[src/rtl/d18_frame_collector.sv]
// rtl/d18_frame_collector.sv - 1-to-N demultiplexing frame collector with valid/ready output
//
// Purpose: routes each accepted serial beat (din, lane select s) into lane s
// of an N-bit frame register. Once every lane has been written at least once,
// the assembled frame is presented on out with out_valid and held until the
// consumer takes it.
//
// Ports:
//   clk        rising-edge clock
//   rst        synchronous active-high reset
//   din        data bit for the addressed lane
//   s          lane select for din (SEL_W bits)
//   in_valid   beat valid
//   in_ready   collector can accept a beat (high while collecting)
//   clr        synchronous abort of the partial frame (ignored while holding)
//   out        assembled frame, bit k = last din accepted with s == k
//   out_valid  frame available
//   out_ready  consumer accepts frame
//   fill       number of distinct lanes written in the current partial frame
//   dup_err    one-cycle pulse after a beat rewrote an already-written lane

module d18_frame_collector #(
  parameter int SEL_W = 3
) (
  input  logic             clk,
  input  logic             rst,
  input  logic             din,
  input  logic [SEL_W-1:0] s,
  input  logic             in_valid,
  output logic             in_ready,
  input  logic             clr,
  output logic [(1<<SEL_W)-1:0] out,
  output logic             out_valid,
  input  logic             out_ready,
  output logic [SEL_W:0]   fill,
  output logic             dup_err
);

  localparam int N = 1 << SEL_W;

  typedef enum logic {
    COLLECT = 1'b0,
    HOLD    = 1'b1
  } state_e;

  state_e         state_q, state_d;
  logic [N-1:0]   data_q, data_d;
  logic [N-1:0]   mask_q, mask_d;
  logic [N-1:0]   out_q, out_d;
  logic [SEL_W:0] fill_q, fill_d;
  logic           dup_q, dup_d;

  logic [N-1:0]   new_mask;
  logic [N-1:0]   new_data;
  logic           beat_accept;

  function automatic logic [SEL_W:0] popcount(input logic [N-1:0] v);
    logic [SEL_W:0] c;
    c = '0;
    for (int i = 0; i < N; i++) begin
      c = c + {{SEL_W{1'b0}}, v[i]};
    end
    return c;
  endfunction

  assign in_ready    = (state_q == COLLECT);
  assign out_valid   = (state_q == HOLD);
  assign beat_accept = in_valid && in_ready && !clr;

  always_comb begin
    state_d  = state_q;
    data_d   = data_q;
    mask_d   = mask_q;
    out_d    = out_q;
    fill_d   = fill_q;
    dup_d    = 1'b0;

    // Frame as it would look if the current beat were taken.
    new_mask    = mask_q;
    new_data    = data_q;
    new_mask[s] = 1'b1;
    new_data[s] = din;

    case (state_q)
      COLLECT: begin
        if (clr) begin
          // Abort wins over a simultaneous beat; out keeps the last frame.
          data_d = '0;
          mask_d = '0;
          fill_d = '0;
        end else if (beat_accept) begin
          dup_d = mask_q[s];
          if (&new_mask) begin
            state_d = HOLD;
            out_d   = new_data;
            data_d  = '0;
            mask_d  = '0;
            fill_d  = '0;
          end else begin
            data_d = new_data;
            mask_d = new_mask;
            fill_d = popcount(new_mask);
          end
        end
      end
      HOLD: begin
        // No bypass: the handshake cycle itself never accepts a beat.
        if (out_ready) begin
          state_d = COLLECT;
        end
      end
    endcase
  end

  always_ff @(posedge clk) begin
    if (rst) begin
      state_q <= COLLECT;
      data_q  <= '0;
      mask_q  <= '0;
      out_q   <= '0;
      fill_q  <= '0;
      dup_q   <= 1'b0;
    end else begin
      state_q <= state_d;
      data_q  <= data_d;
      mask_q  <= mask_d;
      out_q   <= out_d;
      fill_q  <= fill_d;
      dup_q   <= dup_d;
    end
  end

  assign out     = out_q;
  assign fill    = fill_q;
  assign dup_err = dup_q;

endmodule

[config.mk]
export PLATFORM = sky130hd
export DESIGN_NAME = d18_frame_collector
export DESIGN_NICKNAME = d
export VERILOG_FILES = /design/src/rtl/d18_frame_collector.sv
export SDC_FILE = /design/constraint.sdc
export NUM_CORES = 1
export LEC_CHECK = 0
export ABC_AREA = 1
export BUFFER_PORTS_ARGS = -buffer_cell sky130_fd_sc_hd__buf_2
export CORE_MARGIN = 8
export CORE_UTILIZATION = 61
export CTS_CLUSTER_SIZE = 10
export DETAILED_ROUTE_END_ITERATION = 10
export GPL_TIMING_DRIVEN = 0
export HOLD_SLACK_MARGIN = 0.08
export PLACE_DENSITY = 0.82
export REMOVE_ABC_BUFFERS = 1
export SYNTH_ARGS = -nofsm -noshare
export SYNTH_HDL_FRONTEND = slang
export SYNTH_SLANG_ARGS = --single-unit
[constraint.sdc]
create_clock -name clk -period 7.62 [get_ports clk]
set_clock_uncertainty 0.05 [all_clocks]
set_input_delay 1.524 -clock clk [delete_from_list [all_inputs] [get_ports clk]]
set_output_delay 1.524 -clock clk [all_outputs]
set_load 0.02 [all_outputs]
Yosys cells after proc, flatten, opt, wreduce, memory -nomap -nowiden:

Index checks and enable logic that the tools add are counted.

* flip-flop bits (word level): 30
* logic and storage cells: 47

* add/subtract/negate cells: 7
* $lt $le $gt $ge: 2
* multiplexer cells: 19
* bitwise operators: 4
* reductions and logical operators: 9

Operator list (number)
* 8-bit two-way mux: 6
* 4-bit by 1-bit adder with 4-bit output: 4
* 4-bit two-way mux: 3
* 11-bit AND reduction: 1
* 8-bit bitwise mux: 1
* 8-bit bitwise OR: 1
* 8-bit AND reduction: 1
* 1-bit two-way mux: 6
* 3-bit by 1-bit adder with 4-bit output: 1
* 3-bit by 4-bit < comparator with 1-bit output, second input constant: 1
* 4-bit OR reduction: 1
* 2-bit by 1-bit adder with 3-bit output: 1
* 1-bit binary-select mux with 3-bit select: 1
* 1-bit demux with 3-bit select: 1
* 3-bit by 1-bit >= comparator with 1-bit output, second input constant: 1
* 1-bit logical AND: 3
* 1-bit NOT: 3
* 1-bit by 1-bit adder with 2-bit output: 1
* 1-bit one-hot mux with 2 select lines: 1
* 2-bit AND reduction: 1
* 2-bit nonzero test: 1
* 1-bit logical NOT: 1

Depth between registers and ports, before layout:

* depth after elaboration: 15
* gate-level depth with buffers: 15

Least setup slack after synthesis:

OpenSTA, ideal clock, no wires.

* kind: in2reg
* start point: input port s[2]
* end point: register fill_q[2] (netlist: fill[2])
* data arrival time: 4.353 ns
* setup slack: 3.144 ns
* stages on the path: 15
* cell sequence: nor2_1 nand2_1 nand2_1 inv_1 fa_1 fa_1 fa_1 inv_1 ha_1 inv_1 fa_1 xor2_1 nor2_1 nand2_1 a21oi_1

* cells in the longest elaborated chain, start to end: 15
* elaborated cells between the ends (all ways): 17
* those cells by class: add/sub: 7; order compare: 2; mux: 5; bitwise: 1; reduce/logical: 2

RTL lines
* start: declaration: line 28 `input logic [SEL_W-1:0] s,`
* 3-bit by 4-bit < comparator with 1-bit output (implied by the code) or 3-bit by 1-bit >= comparator with 1-bit output (tied branches): line 81 `new_mask[s] = 1'b1;`
* 1-bit logical AND (implied by the code): line 81
* 1-bit two-way mux (implied by the code): line 81
* 1-bit demux with 3-bit select (*): line 81
* 8-bit bitwise OR (no line) (*)
* 1-bit by 1-bit adder with 2-bit output: line 61 `c = c + {{SEL_W{1'b0}}, v[i]};`
* 2-bit by 1-bit adder with 3-bit output: line 61
* 3-bit by 1-bit adder with 4-bit output: line 61
* 4-bit by 1-bit adder with 4-bit output (4 in a row): line 61
* 4-bit two-way mux (*): line 93 `if (&new_mask) begin`
* 4-bit two-way mux (*): line 91 `end else if (beat_accept) begin`
* 4-bit two-way mux (*): line 86 `if (clr) begin`
* end signal: assignment: line 128 `fill_q <= fill_d;`
* end: declaration: line 50 `logic [SEL_W:0] fill_q, fill_d;`

Mark *: on every way between the ends. The rest lies on a longest branch, timed or not. The select of a mux whose other input is x is not followed.
A chain may end at the register's enable or synchronous reset.

Final worst setup path:

* start point: input port s[0]
* end point: register fill_q[2] (netlist: fill[2])

Same word-level chain as after synthesis.

==> flow_metrics.env <==
export IMPL_finalPower_uw=303
export IMPL_rows=20
export IMPL_firstDrtPassIters=4
export IMPL_fmax_mhz=223
export IMPL_drt_wl_total_um=3580
export IMPL_netlist_area_um2=1820
export IMPL_ys_seq_elements=30
export IMPL_holdCritStartpoint="fill[1]"
export IMPL_yosys_most_used_dff="dfxtp_1"
export IMPL_die_h_um=70.7
export IMPL_wl_met1_um=1640
export IMPL_path_cells="buf_2 -> inv_1 -> nand2_1 -> nand2_1 -> inv_1 -> fa_1 -> fa_1 -> fa_1 -> inv_1 -> ha_1 -> inv_1 -> fa_1 -> xor2_1 -> nor2_1 -> nand2_1 -> a21oi_1"
export IMPL_ioPinCount=24
export IMPL_grt_antenna_before_repair=0
export IMPL_power_density_nw_per_um2=153
export IMPL_die_x_um=70.7
export IMPL_antenna_cells=0
export IMPL_ys_seq_area_frac=0.329
export IMPL_cts_sinks=30
export IMPL_synth_cell_types=25
export IMPL_cts_root_buf="clkbuf_4"
export IMPL_via_per_inst=5.08
export IMPL_irDropWorstVdd_v=0.0000960
export IMPL_htree_levels=2
export IMPL_yosys_top_cells_area="dfxtp_1, nand2_1, inv_1, nor2_1, a21oi_2"
export IMPL_rr_startpoint="mask_q[0]"
export IMPL_multi_input_area_um2=1010
export IMPL_rsz0062_at_grt="false"
export IMPL_cts_max_path_buffers=2
export IMPL_first_global_vias=1449
export IMPL_yosysTopAreaCell="dfxtp_1"
export IMPL_fin_crit_ps=4490
export IMPL_synth_top_area_share=0.329
export IMPL_critical_path_slowest_cell="fa_1"
export IMPL_portBuffers=23
export IMPL_leakage_uw=0.000887
export IMPL_met2_length_um=1680
export IMPL_setup_violations_final=0
export IMPL_timing_setup_tns_ps=0
export IMPL_syn_inst=252
export IMPL_whs_endpoint="fill[1]"
export IMPL_cts_setup_buffers=0
export IMPL_ant_nets=0
export IMPL_yosys_warnings=0
export IMPL_wl_met3_um=215
export IMPL_drc=0
export IMPL_seq_area_um2=601
export IMPL_cts_clk_slew_worst_paths_ps=90
export IMPL_r2r_end="fill[2]"
export IMPL_start_util=0.618
export IMPL_grt_max_degree=22
export IMPL_cp_required_ps=7840
export IMPL_synth_most_common_cell="nand2_1"
export IMPL_worst_r2r_setup_slack_ps=4320
export IMPL_cp_end_kind="flop"
export IMPL_whs_ps=413
export IMPL_numCtsBuffers=5
export IMPL_clk_latency_ps=340
export IMPL_drt_wirelength_per_cell_um=11.6
export IMPL_worst_pin_slew_ps=788
export IMPL_cap_violations=0
export IMPL_hold_depth=2
export IMPL_status="completed"
export IMPL_first_iter_violations=95
export IMPL_grt_ovfl_total=0
export IMPL_cts_resized_gates=0
export IMPL_synth_async_reset_ratio=0
export IMPL_fill_cells=270
export IMPL_core_area_um2=2950
export IMPL_hold_class="flop to flop"
export IMPL_crit_path_max_fanout=5
export IMPL_cts_tree="built"
export IMPL_worst_setup_path_start_kind="input pin"
export IMPL_cpPeakStageDelay_ps=520
export IMPL_gp_congestion=0.893
export IMPL_nNetsFinal=291
export IMPL_crit_arrival_ps=4710
export IMPL_vias=1565
export IMPL_dieArea_um2=5000
export IMPL_cts_hold_buf=0
export IMPL_reg2regPathDepth=14
export IMPL_yosys_top_cells_count="nand2_1, inv_1, nor2_1, dfxtp_1, a21oi_1"
export IMPL_synth_edf_count=0
export IMPL_drv_slew=0
export IMPL_post_route_period_util=0.590
export IMPL_drive_gt1_frac=0.265
export IMPL_syn_avg_cell_area_um2=7.24
export IMPL_area_growth_pct=8.23
export IMPL_hold_violations=0
export IMPL_hpwl_um=2630
export IMPL_worstSetupPathType="input pin to flop"
export IMPL_routed_top_layer="met4"
export IMPL_grt_usage=0.154
export IMPL_grt_pass1_wl_um=6250
export IMPL_max_slew_margin_rel=0.471
## where the power goes
group | internal (uW) | leakage (uW) | switching [uW] | total (uW)
logic | 14.2 | 0.000610 | 28.3 | 42.5
clock network | 44.6 | 0.0000353 | 55.9 | 100
registers | 159 | 0.000242 | 0.916 | 160
total | 217 | 0.000887 | 85.1 | 303
## layout by cell type (no fill, tap or decap), drive strengths merged
master / count
fa: 4
o21ai: 9
o22ai: 5
nand3: 14
clkbuf: 7
a21oi: 31
ha: 4
clkinv: 2
buf: 24
xor2: 1
dfxtp: 30
inv: 36
nand2: 75
nor2: 33
## worst max path at each step
stage,startpoint,slack [ps],cells after the start,to
after detailed placement,s[1],2770,16,fill[2]
after global routing,s[1],2930,15,fill[1]
after floorplan,s[2],3130,15,fill[2]
after global placement,s[1],2800,15,fill[1]
after CTS,s[1],3120,16,fill[2]
final,s[0],3130,16,fill[2]
## critical path, delay by kind of cell
| family | cells | cell delay (ps) |
|---|---|---|
| AND/OR/NAND/NOR | 4 | 380 |
| XOR/XNOR | 1 | 150 |
| buffers and inverters | 5 | 480 |
| AO/OA/AOI/OAI | 1 | 120 |
| adder cells (fa/ha/maj) | 5 | 2060 |
## registers in the layout, summed over array words and instances, names as in the netlist
signal,cells
data_q,8
mask_q,8
out,8
fill,4
dup_err,1
out_valid,1
## logic make-up after synthesis
kind of cell,count (synthesis),synth area share
buffers and inverters,46,0.119
AOI/OAI and AO/OA,45,0.157
and+or+nand+nor,122,0.319
adders and majority gates,8,0.0713
DFF,30,0.329
xor gates and xnor gates,1,0.00480
## final cells by class
cell class                      count  share of cell area
Sequential cell                    30               0.304
Multi-Input combinational cell    176               0.510
Clock inverter                      1             0.00253
Inverter                           37              0.0703
Tap cell                           33              0.0209
Clock buffer                        7              0.0279
Timing Repair Buffer               24              0.0640
## metal layers
metal,GRT usage,vias up
met5,0,-
met4,0.0693,0
met3,0.0593,6
met2,0.261,33
met1,0.166,695
li1,-,831
## stage by stage
| step | instance area (um2) | cells | utilization | setup WS, ps |
|---|---|---|---|---|
| 2_1_floorplan | 1750 | 243 | - | 3130 |
| 3_3_place_gp | 1900 | 299 | 0.644 | 2800 |
| 3_5_place_dp | 1910 | 300 | 0.648 | 2770 |
| 4_1_cts | 1970 | 308 | 0.669 | 3120 |
| 5_1_grt | 1970 | 308 | 0.669 | 2930 |
| 6_report | 1970 | 308 | 0.669 | 3130 |
Power figures use the tool's default switching activity.
